===== src/rtl/nibble_skid_fifo.sv =====
// nibble_skid_fifo
//   Two-entry valid/ready FIFO. in_ready is derived from registered state
//   only, so it never combinationally depends on out_ready or in_valid.
//   Ports:
//     clk       in   clock, rising edge
//     rst       in   synchronous active-high reset, empties the FIFO
//     in_valid  in   write request
//     in_ready  out  FIFO has a free entry
//     in_data   in   entry payload
//     out_valid out  head entry is valid
//     out_ready in   downstream consumes head entry
//     out_data  out  head entry payload (zero after reset)
module nibble_skid_fifo #(
  parameter int unsigned Width = 5
) (
  input  logic             clk,
  input  logic             rst,
  input  logic             in_valid,
  output logic             in_ready,
  input  logic [Width-1:0] in_data,
  output logic             out_valid,
  input  logic             out_ready,
  output logic [Width-1:0] out_data
);

  logic [Width-1:0] mem_q [2];
  logic             wr_ptr_q;
  logic             rd_ptr_q;
  logic [1:0]       count_q;
  logic             push;
  logic             pop;

  assign in_ready  = (count_q != 2'd2);
  assign out_valid = (count_q != 2'd0);
  assign out_data  = mem_q[rd_ptr_q];

  assign push = in_valid && in_ready;
  assign pop  = out_valid && out_ready;

  always_ff @(posedge clk) begin
    if (rst) begin
      mem_q[0] <= '0;
      mem_q[1] <= '0;
      wr_ptr_q <= 1'b0;
      rd_ptr_q <= 1'b0;
      count_q  <= 2'd0;
    end else begin
      if (push) begin
        mem_q[wr_ptr_q] <= in_data;
        wr_ptr_q        <= ~wr_ptr_q;
      end
      if (pop) begin
        rd_ptr_q <= ~rd_ptr_q;
      end
      // Push and pop together leave the occupancy unchanged.
      count_q <= count_q + {1'b0, push} - {1'b0, pop};
    end
  end

endmodule


===== config.mk =====
export PLATFORM = sky130hd
export DESIGN_NAME = nibble_skid_fifo
export DESIGN_NICKNAME = d
export VERILOG_FILES = /design/src/rtl/nibble_skid_fifo.sv
export SDC_FILE = /design/constraint.sdc
export NUM_CORES = 1
export LEC_CHECK = 0
export BUFFER_PORTS_ARGS = -buffer_cell sky130_fd_sc_hd__buf_4
export CAP_MARGIN = 20
export CELL_PAD_IN_SITES_DETAIL_PLACEMENT = 1
export CELL_PAD_IN_SITES_GLOBAL_PLACEMENT = 2
export CORE_UTILIZATION = 29
export DETAILED_ROUTE_END_ITERATION = 7
export GPL_ROUTABILITY_DRIVEN = 0
export PLACE_DENSITY = 0.74
export SKIP_LAST_GASP = 1
export SYNTH_ARGS = -nofsm -noshare
export SYNTH_HDL_FRONTEND = slang
export SYNTH_SLANG_ARGS = --single-unit

===== constraint.sdc =====
create_clock -name clk -period 1.6 [get_ports clk]
set_input_delay 0.24 -clock clk [delete_from_list [all_inputs] [get_ports clk]]
set_output_delay 0.24 -clock clk [all_outputs]
set_load 0.03 [all_outputs]

==> impl_metrics.yaml <==
clock_network:
  htreeDepth: 1
  clock_latency_ns: 0.27
  cts_root_buf: "clkbuf_4"
  max-clock-path-buffers: 2
  numCtsBuffers: 3
  cts_hold_buf: 0
  tritoncts: "built"
  clock-sinks: 15
  clk_pin_slew_ns: 0.09
placement:
  dp.cells: 102
  dp_slack_ns: -0.02462
  dp.final_hpwl_um: 907.7
  placed_cell_area_um2: 852.1
  numPortBuffers: 15
detailed_routing:
  ant_nets: 0
  vias_per_cell: 4.202
  drtIter0Drc: 1
  drt_first_pass_iters: 2
  wl_um: 1240
  wl_per_cell_um: 11.38
  via_count: 458
  drc: 0
sta:
  relSlewSlack_pct: 81.86
  period_minus_slack_ns: 1.505
  fin_worst_skew_ns: 0.006446
  rsz0062_at_grt: "false"
  post-route-period-util_pct: 94.07
  hold_violations: 0
  worst_slew_pin_slew_ns: 0.2721
  fin_ws_ns: 0.09489
  clock.fmax_mhz: 664.4
  slew_violations: 0
  finalSetupViolations: 0
final_layout:
  fillers: 261
  seqCellArea_um2: 405.4
  drive_above_1_share_pct: 54.32
  antenna_cells: 0
  fin_area_um2: 955.9
  nets: 93
  syn2layout_area_growth_pct: 39.42
  multi_input_area_um2: 327.8
  stdcell_count: 109
  utilization_pct: 43.21
synthesis:
  syn_nets: 68
  avgSynthCellArea_um2: 12.03
  yosys.area.top_type: "edfxtp_1"
  seq_area_frac_synth_pct: 58.39
  yosysWarnings: 0
  synth.distinct_cells: 21
  synth_area_leaders: "edfxtp_1 (44%), dfxtp_1 (15%), mux2_2 (8.2%)"
  synth-seq-cells: 15
  yosysTopAreaCellShare_pct: 43.80
  synthesis.instances: 57
  synthesis.area_um2: 685.7
worst_setup_path:
  cp-start-kind: "flip-flop"
  path_cells: "o21a_4, ha_4, inv_2, ha_4, xor2_2, and2_4, nor3_2"
  ff2ff_path_depth: 7
  cpPeakStageDelay_ns: 0.37
  cp.depth: 7
  path_buf_inv: 1
  cp.arrival_ns: 1.70
  criticalPathCategory: "flip-flop to flip-flop"
  cp_max_fo: 5
  worstSetupEndpointType: "flip-flop"
  crit_path_frequent_cell: "ha_4"
  cp_slowest_cell: "dfxtp_4"
  crit_family: "adder cells"
  critPathRequiredTime_ns: 1.80
die:
  rows: 17
  core-area_um2: 2212
  boundaryPins: 16
  die_y_um: 50.63
  initial_core_util_pct: 31.00
  die_w_um: 50.63
  die-area_um2: 2563
min_path:
  whs_path_depth: 2
  holdCritPathClass: "input pin to flip-flop"
global_routing:
  antenna_found_initial: 0
  grt_usage_pct: 11.21
  grt_pass1_vias: 481
  overflow: 0
  grt_start_max_net_pins: 13
  grt_pass1_wl_um: 2056
power:
  p_per_area_nw_per_um2: 1608
  ir_drop_mv: 0.7700
  p_leak_nw: 0.3940
run_status:
  run_status: "finished clean"
flow_run:
  max_cap_violations: 0
## per-stage QoR
stage	setup TNS [ns]	hold WS, ns	total power (W)
6_report	0	0.1953	0.001537
4_1_cts	0	0.1944	0.001492
2_1_floorplan	0	0.4371	0.0009806
5_1_grt	0	0.2029	0.001629
3_5_place_dp	-0.02462	0.4913	0.001196
3_3_place_gp	0	0.4873	0.001185
## timing repair
action | CTS | global route
pin swaps | 3 | 4
resized for setup | 7 | 6
buffers inserted | 3 | 1
endpoints found under the setup margin | 1 | 1
## sequential cells by signal (all words and copies together), names as in the netlist, named ones only
signal	count
rd_ptr_q	1
wr_ptr_q	1
mem_q	10
count_q	2
## layout make-up
class	count	share of cell area (%)
Inverter	1	0.3927
Clock buffer	4	2.749
Tap cell	28	3.665
Multi-Input combinational cell	40	34.29
Sequential cell	15	42.41
Timing Repair Buffer	21	16.49
## synthesized netlist by cell type
library cell,n
nand3b_2,1
xnor2_1,1
inv_1,1
nor3_1,1
xor2_1,1
dfxtp_1,5
and2_2,1
ha_1,2
clkbuf_1,1
a21oi_2,1
nand2b_4,1
a21bo_1,1
nand2_1,1
nand2b_1,7
mux2_2,5
nand3_1,1
nor2b_1,1
or2_2,1
edfxtp_1,10
nor2_1,13
o21a_2,1
## power by group
part | total (W) | leakage, nW | internal, W | switching (W)
combinational | 0.000741 | 0.231 | 0.000371 | 0.000370
clock | 0.000211 | 0.0150 | 0.0000964 | 0.000115
sequential | 0.000585 | 0.149 | 0.000519 | 0.0000658
total | 0.00154 | 0.394 | 0.000987 | 0.000551
## per-layer routing
| layer | routed length, um | track usage (%) | share of wire [%] |
|---|---|---|---|
| met4 | 0 | 4.167 | 0 |
| met1 | 533 | 12.41 | 43 |
| met5 | 0 | 0 | 0 |
| met2 | 657 | 20.44 | 53 |
| met3 | 49 | 2.727 | 4.0 |
## cell families after synthesis
family	Yosys count	share of synthesized area, %
fa+ha+maj	2	3.649
compound gates	3	4.015
xor+xnor	2	2.555
mux	5	8.211
buf+inv	2	1.094
flops	15	58.40
simple gates	28	22.08
## path summary, 6_finish.rpt
kind	end	slack (ns)	start
hold / removal	wr_ptr_q	0.20	rst
setup reg to reg	count_q[1]	0.09	count_q[1]
setup / recovery	count_q[1]	0.09	count_q[1]
hold reg to reg	rd_ptr_q	0.52	rd_ptr_q
## cell usage in the layout (no fill, tap or decap), types with 2 or more instances in the layout
master    count
ha_4          2
dfxtp_1       3
edfxtp_1     10
mux2_2        5
nand2b_1      7
clkbuf_4      3
buf_4        21
nor2_1       12
Note: power is estimated with default switching activity, not from simulation.
